**config.mk**
```make
export PLATFORM = sky130hd
export DESIGN_NAME = fetch_unit_flat
export DESIGN_NICKNAME = d
export VERILOG_FILES = /design/src/rtl/fetch_unit_if.sv /design/src/rtl/fetch_unit.sv /design/src/flat_wrapper.sv
export SDC_FILE = /design/constraint.sdc
export NUM_CORES = 1
export LEC_CHECK = 0
export BUFFER_PORTS_ARGS = -buffer_cell sky130_fd_sc_hd__buf_2
export CAP_MARGIN = 20
export CORE_ASPECT_RATIO = 1.1
export CORE_MARGIN = 4
export CORE_UTILIZATION = 40
export DETAILED_ROUTE_END_ITERATION = 16
export GPL_TIMING_DRIVEN = 0
export PLACE_DENSITY_LB_ADDON = 0.2
export SLEW_MARGIN = 20
export SYNTH_ARGS = -nofsm -noshare
export SYNTH_HDL_FRONTEND = slang
export SYNTH_SLANG_ARGS = --single-unit
```
**constraint.sdc**
```tcl
create_clock -name clk -period 3.4 [get_ports clk]
set_input_delay 0.85 -clock clk [delete_from_list [all_inputs] [get_ports clk]]
set_output_delay 0.85 -clock clk [all_outputs]
set_load 0.01 [all_outputs]
```
**src/rtl/fetch_unit_if.sv**
```systemverilog
// Bundle of the fetch unit's handshake buses: instruction-memory request and
// response channels, the redirect input from execute, and the decode-side
// output queue port.
//   master : the fetch unit (drives imem_req_*, out_*)
//   slave  : the environment (imem, execute, decode)
interface fetch_unit_if #(
  parameter int unsigned XLEN = 32
);
  logic            imem_req_valid;
  logic            imem_req_ready;
  logic [XLEN-1:0] imem_req_addr;
  logic            imem_rsp_valid;
  logic [31:0]     imem_rsp_data;
  logic            redirect_valid;
  logic [XLEN-1:0] redirect_pc;
  logic            out_valid;
  logic            out_ready;
  logic [31:0]     out_instr;
  logic [XLEN-1:0] out_pc;
  logic [XLEN-1:0] out_pc_plus4;

  modport master (
    output imem_req_valid, imem_req_addr,
    input  imem_req_ready,
    input  imem_rsp_valid, imem_rsp_data,
    input  redirect_valid, redirect_pc,
    output out_valid, out_instr, out_pc, out_pc_plus4,
    input  out_ready
  );

  modport slave (
    input  imem_req_valid, imem_req_addr,
    output imem_req_ready,
    output imem_rsp_valid, imem_rsp_data,
    output redirect_valid, redirect_pc,
    input  out_valid, out_instr, out_pc, out_pc_plus4,
    output out_ready
  );
endinterface

```
**src/rtl/fetch_unit.sv**
```systemverilog
// Instruction-fetch front end. Issues in-order word fetches to instruction
// memory, queues the returned {pc, instr} pairs in a DEPTH-entry FIFO for
// decode, and handles branch/jump redirects by flushing the queue and
// discarding responses that belong to requests issued before the redirect.
// Ports:
//   clk  - clock, all state on rising edge
//   rst  - synchronous active-high reset
//   bus  - fetch_unit_if.master: imem request/response, redirect, decode output
module fetch_unit #(
  parameter int unsigned     XLEN     = 32,
  parameter int unsigned     DEPTH    = 4,
  parameter logic [XLEN-1:0] RESET_PC = '0
) (
  input logic          clk,
  input logic          rst,
  fetch_unit_if.master bus
);

  localparam int unsigned PW = $clog2(DEPTH);
  localparam int unsigned CW = $clog2(DEPTH + 1);

  logic [XLEN-1:0] fetch_pc;
  logic [XLEN-1:0] rsp_pc;
  logic [XLEN-1:0] pc_q    [DEPTH];
  logic [31:0]     instr_q [DEPTH];
  logic [PW-1:0]   rd_ptr;
  logic [PW-1:0]   wr_ptr;
  logic [CW-1:0]   count;
  logic [CW-1:0]   inflight;
  logic [CW-1:0]   stale;
  logic [CW+1:0]   credits_used;
  logic            fire;
  logic            push;
  logic            drop;
  logic            pop;

  // Every queue slot, outstanding request and pending stale response holds
  // one credit, so a response can always be pushed without a full check.
  always_comb begin
    credits_used       = {2'b00, count} + {2'b00, inflight} + {2'b00, stale};
    bus.imem_req_valid = !rst && (credits_used < (CW+2)'(DEPTH));
    bus.imem_req_addr  = fetch_pc;
    fire               = bus.imem_req_valid && bus.imem_req_ready;
    push               = bus.imem_rsp_valid && (stale == '0) && !bus.redirect_valid;
    drop               = bus.imem_rsp_valid && (stale != '0);
    bus.out_valid      = (count != '0);
    pop                = bus.out_valid && bus.out_ready;
    bus.out_pc         = pc_q[rd_ptr];
    bus.out_instr      = instr_q[rd_ptr];
    bus.out_pc_plus4   = pc_q[rd_ptr] + XLEN'(4);
  end

  always_ff @(posedge clk) begin
    if (rst) begin
      fetch_pc <= RESET_PC;
      rsp_pc   <= RESET_PC;
      rd_ptr   <= '0;
      wr_ptr   <= '0;
      count    <= '0;
      inflight <= '0;
      stale    <= '0;
    end else if (bus.redirect_valid) begin
      // Everything still owed by imem (including a fire this cycle) becomes
      // stale; a response arriving this cycle is dropped and retires one.
      fetch_pc <= {bus.redirect_pc[XLEN-1:2], 2'b00};
      rsp_pc   <= {bus.redirect_pc[XLEN-1:2], 2'b00};
      rd_ptr   <= '0;
      wr_ptr   <= '0;
      count    <= '0;
      inflight <= '0;
      stale    <= stale + inflight + CW'(fire) - CW'(bus.imem_rsp_valid);
    end else begin
      if (fire) fetch_pc <= fetch_pc + XLEN'(4);
      if (push) begin
        rsp_pc <= rsp_pc + XLEN'(4);
        wr_ptr <= wr_ptr + PW'(1);
      end
      if (pop) rd_ptr <= rd_ptr + PW'(1);
      count    <= count + CW'(push) - CW'(pop);
      inflight <= inflight + CW'(fire) - CW'(push);
      stale    <= stale - CW'(drop);
    end
  end

  // Queue storage needs no reset; entries are only read when count != 0.
  always_ff @(posedge clk) begin
    if (!rst && push) begin
      pc_q[wr_ptr]    <= rsp_pc;
      instr_q[wr_ptr] <= bus.imem_rsp_data;
    end
  end

  // A response with nothing outstanding means imem broke protocol.
  rsp_underflow: assert property (@(posedge clk) disable iff (rst)
    bus.imem_rsp_valid |-> (inflight != '0 || stale != '0));

endmodule

```
**src/flat_wrapper.sv**
```systemverilog
// flat-port wrapper written by rule: the top's interface ports become plain ports
module fetch_unit_flat 
#(
  parameter int unsigned     XLEN     = 32,
  parameter int unsigned     DEPTH    = 4,
  parameter logic [XLEN-1:0] RESET_PC = '0
)
  (clk, rst, bus_imem_req_valid, bus_imem_req_addr, bus_imem_req_ready, bus_imem_rsp_valid, bus_imem_rsp_data, bus_redirect_valid, bus_redirect_pc, bus_out_valid, bus_out_instr, bus_out_pc, bus_out_pc_plus4, bus_out_ready);
  fetch_unit_if #(.XLEN(XLEN)) bus_i ();
  input logic clk;
  input logic rst;
  output wire logic [$bits(bus_i.imem_req_valid)-1:0] bus_imem_req_valid;
  output wire logic [$bits(bus_i.imem_req_addr)-1:0] bus_imem_req_addr;
  input wire logic [$bits(bus_i.imem_req_ready)-1:0] bus_imem_req_ready;
  input wire logic [$bits(bus_i.imem_rsp_valid)-1:0] bus_imem_rsp_valid;
  input wire logic [$bits(bus_i.imem_rsp_data)-1:0] bus_imem_rsp_data;
  input wire logic [$bits(bus_i.redirect_valid)-1:0] bus_redirect_valid;
  input wire logic [$bits(bus_i.redirect_pc)-1:0] bus_redirect_pc;
  output wire logic [$bits(bus_i.out_valid)-1:0] bus_out_valid;
  output wire logic [$bits(bus_i.out_instr)-1:0] bus_out_instr;
  output wire logic [$bits(bus_i.out_pc)-1:0] bus_out_pc;
  output wire logic [$bits(bus_i.out_pc_plus4)-1:0] bus_out_pc_plus4;
  input wire logic [$bits(bus_i.out_ready)-1:0] bus_out_ready;
  assign bus_imem_req_valid = bus_i.imem_req_valid;
  assign bus_imem_req_addr = bus_i.imem_req_addr;
  assign bus_i.imem_req_ready = bus_imem_req_ready;
  assign bus_i.imem_rsp_valid = bus_imem_rsp_valid;
  assign bus_i.imem_rsp_data = bus_imem_rsp_data;
  assign bus_i.redirect_valid = bus_redirect_valid;
  assign bus_i.redirect_pc = bus_redirect_pc;
  assign bus_out_valid = bus_i.out_valid;
  assign bus_out_instr = bus_i.out_instr;
  assign bus_out_pc = bus_i.out_pc;
  assign bus_out_pc_plus4 = bus_i.out_pc_plus4;
  assign bus_i.out_ready = bus_out_ready;
  fetch_unit #(.XLEN(XLEN), .DEPTH(DEPTH), .RESET_PC(RESET_PC)) u_core (.clk(clk), .rst(rst), .bus(bus_i));
endmodule
```
==> metrics.md <==
| Metric | Value |
|---|---|
| Outcome | complete, but fails checks |
| Violated checks | negative setup slack |
| WL met3 | 2234 um |
| # port buffers | 189 |
| Sequential Area | 0.008961 mm2 |
| MaxCap Viol Count | 0 |
| Fraction of synthesized cell area in xor and xnor cells | 4.993% |
| Sw Share | 24.14% |
| Final antenna-violating net count | 0 |
| Via density | 5.273 |
| Post-DR wirelength/cell | 19.90 um |
| Clock-pin slew on the worst setup and hold paths | 0.06 ns |
| Clk Latency, worst-skew pair | 0.50 ns |
| Top-area cell type share of the netlist area | 53.74% |
| CP endpoint kind | output pin |
| Max-slew headroom | 43.45% |
| Area grow syn2layout | 24.98% |
| Root buf cell | clkbuf_16 |
| Synth Area in Adders | 2.528% |
| Vias in the first global route | 8821 |
| HPWL Detailed | 22880 um |
| Top cells by area, synth | edfxtp_1 54%, dfxtp_1 11%, mux4_2 10% |
| Critical path peak fanout | 5 |
| Register area share after synthesis | 64.58% |
| Nets | 1290 |
| Library cells used by synthesis | 55 |
| Reg2reg start | u_core.count[0]$_SDFF_PP0_ |
| CP max-delay cell | mux4_2 |
| Met2 WL | 15460 um |
| HP Class | flip-flop to flip-flop |
| RSZ-0062 raised after global routing | yes |
| Cell Pwr Density | 538.8 mW/mm2 |
| Critical Path Stages | 10 |
| Power Internal | 0.007080 W |
| CP Launch Type | flip-flop |
| Clock Path Buffers | 3 |
| Sequential power share | 48.8% |
| Layout cells sized above 1 | 35.74% |
| FFs w/ async S/R, synth | 0% |
| Num rows | 71 |
| Largest family of logic cells by synthesized area | multiplexers |
| Dpl cells | 1553 |
| Multiplexer area fraction after synthesis | 10.37% |
| CP delay by family, top | buffers and inverters |
| Chip Height | 203.2 um |
| GP Congestion | 0.8662 |
| Synth top cells by count | 248 x edfxtp_1, 75 x dfxtp_1, 62 x mux4_2, 56 x xnor2_1, 42 x inv_1 |
| CP arrival | 2.79 ns |
| Drt first pass iters | 5 |
| Final WS setup | -0.2426 ns |
| Max layer used | met4 |
| Post-layout min period | 3.643 ns |
| Largest net degree at the start of global routing | 38 |
| Placeable Area | 0.03420 mm2 |
| Worst r2r path cells | 14 |
| Net Sw Power | 0.002253 W |
| Power share of the clock group | 39.2% |
| Post-synth top area cell | edfxtp_1 |
| Simple-Gate Fraction of Synth Area | 8.885% |
| Area of the multi-input gates | 0.004785 mm2 |
| DIE AREA | 0.03769 mm2 |
| Most used DFF post-synth | edfxtp_1 |
| Hold Vio Cnt, Final | 0 |
| Fillers | 2910 |
| # clock sinks | 323 |
| Non-Filler Instances | 1658 |
| Post-synth EDFFs | 248 |
| Gr usage total | 17.22% |
| WS Path Type | flip-flop to output pin |
| Setup TNS Final | -2.616 ns |
| Max Clock Freq | 0.2745 GHz |
| Final setup vio count | 25 |
| H-tree level count | 2 |
| Mapped cell area | 0.01386 mm2 |
| Grt ovf | 0 |
| Initial drt markers | 522 |
| Worst Min Path Start | u_core.wr_ptr[1]$_SDFFE_PP0P_ |
| Hold buffers post-CTS | 0 |
| WHS Path Cells | 2 |
| CP Data Required Time | 2.55 ns |
| Leakage | 6.119 nW |
| CP bufs+invs | 3 |
| First-pass GRT wire length | 50640 um |
| Final core utilization | 50.64% |
| Clock Skew | 0.01959 ns |
| Syn Inst Count | 917 |
| Via count | 8743 |
| CP peak stage delay | 0.39 ns |
| # IOs | 200 |
| Ys Warns | 0 |
| Die X-Extent | 185.5 um |
| Worst-Margin Slew | 0.8418 ns |
| Worst hold slack | 0.4980 ns |
| Count leader, synth | edfxtp_1 |
| Peak VDD IR | 0.2776 mV |
| Logic pwr share | 12.0% |
| Post-synthesis register bit count | 323 |
| Initial antenna violation count | 0 |
| Synthesized area per cell | 15.11 um2 |
| Fin crit share | 107.1% |
| Clock tree from TritonCTS | done |
| DRC violations left | 0 |
| Compound-Gate Fraction of Synth Area | 5.688% |
| Initial core utilization | 40.52% |
| Final WL | 33000 um |
| Max Slew Vio Count | 0 |
| Number of buffers created by CTS | 35 |
| Cell Chain, Critical Path | buf_12, mux4_2, ha_4, nand2_4, o22ai_4, nand4_1, buf_4, nor4_4, xor2_1, buf_2 |
| # diodes | 0 |
| DRT met1 WL | 14640 um |
-- per-layer routing --
layer / track usage (%) / vias to the layer above
met2: 28.24 / 282
met5: 0 / -
met4: 3.776 / 0
li1: - / 4103
met1: 23.80 / 4317
met3: 3.710 / 41
-- logic make-up after synthesis --
family | count (synthesis)
adder cells (fa/ha/maj) | 25
other | 1
multiplexers | 66
flip-flops | 323
AND/OR/NAND/NOR | 216
buffers and inverters | 94
AO/OA/AOI/OAI | 113
XOR/XNOR | 79
-- worst min-delay path, stage by stage (launching register included) --
cell	delay, ns
dfxtp_1	0.34
nand2_1	0.06
a21oi_1	0.05
-- area by class of cell --
class / instances / area share, %
plain buffers: 47 / 1.691
clock buffers: 44 / 5.736
clock inverters: 18 / 0.7297
inverters: 43 / 0.9319
multi-input cells: 505 / 27.63
flip-flops and latches: 323 / 51.74
well taps: 438 / 3.164
repair buffers: 240 / 8.380
-- per-stage QoR --
stage / power (W) / cell area [um2] / setup slack (ns)
floorplan: 0.005255 / 13890 / 0.004953
global placement: 0.005633 / 15380 / -1.023
detailed placement: 0.005660 / 15480 / -0.9826
CTS: 0.009425 / 17210 / -0.3621
global route: 0.009749 / 17320 / -0.3617
finish: 0.009332 / 17320 / -0.2426
-- layout by cell type, fill, tap and decap left out, types with 5 or more instances in the layout --
master | netlist | layout
a211oi_1 | 7 | 7
a21boi_0 | 24 | 24
a21oi_1 | 31 | 31
a31oi_1 | 6 | 6
and2_1 | 8 | 7
and3_1 | 15 | 5
and3_4 | 0 | 10
and4_1 | 17 | 12
and4_4 | 0 | 5
buf_12 | 0 | 8
buf_2 | 9 | 189
buf_4 | 9 | 50
buf_6 | 1 | 10
clkbuf_1 | 27 | 24
clkbuf_16 | 0 | 38
clkinv_1 | 1 | 6
clkinv_2 | 0 | 7
conb_1 | 1 | 6
dfxtp_1 | 75 | 71
edfxtp_1 | 248 | 248
ha_1 | 20 | 18
inv_1 | 42 | 42
mux4_2 | 62 | 62
nand2_1 | 35 | 28
nand3_1 | 33 | 25
nand3_2 | 0 | 7
nand4_1 | 23 | 23
nor2_1 | 28 | 25
nor3_1 | 17 | 15
nor4_1 | 18 | 17
o21bai_1 | 7 | 7
o31a_1 | 14 | 14
o31ai_1 | 6 | 6
or4_1 | 6 | 6
xnor2_1 | 56 | 53
xor2_1 | 23 | 23
-- final timing paths --
path / slack (ns) / end
worst max register to register: 0.12 / u_core.stale[2]$_SDFF_PP0_
worst max-delay path: -0.24 / bus_out_pc_plus4[30]
worst min register to register: 0.50 / u_core.wr_ptr[1]$_SDFFE_PP0P_
worst min-delay path: 0.50 / u_core.wr_ptr[1]$_SDFFE_PP0P_
-- sequential cells by signal (all words and copies together) (netlist names), named ones only --
register                  count
u_core.instr_q              128
u_core.rsp_pc                30
u_core.count                  3
u_core.pc_q                 120
u_core.wr_ptr                 2
u_core.inflight               3
u_core.bus.imem_req_addr     30
u_core.rd_ptr                 2
u_core.stale                  3
-- power by group through the flow --
stage	registers [W]	logic (W)	clock network (W)
after floorplan	0.00459	0.000661	0
after detailed placement	0.00463	0.00103	0
final	0.00455	0.00112	0.00366
after global routing	0.00457	0.00125	0.00393
after global placement	0.00463	0.00100	0
after CTS	0.00455	0.00112	0.00376
-- timing repair --
item | CTS | global route
setup buffers | 37 | 11
pin swaps | 27 | 16
setup endpoints to repair | 66 | 26
resized for setup | 89 | 16
gates cloned | 0 | 0
No activity file was read; power rests on OpenSTA's default activity.
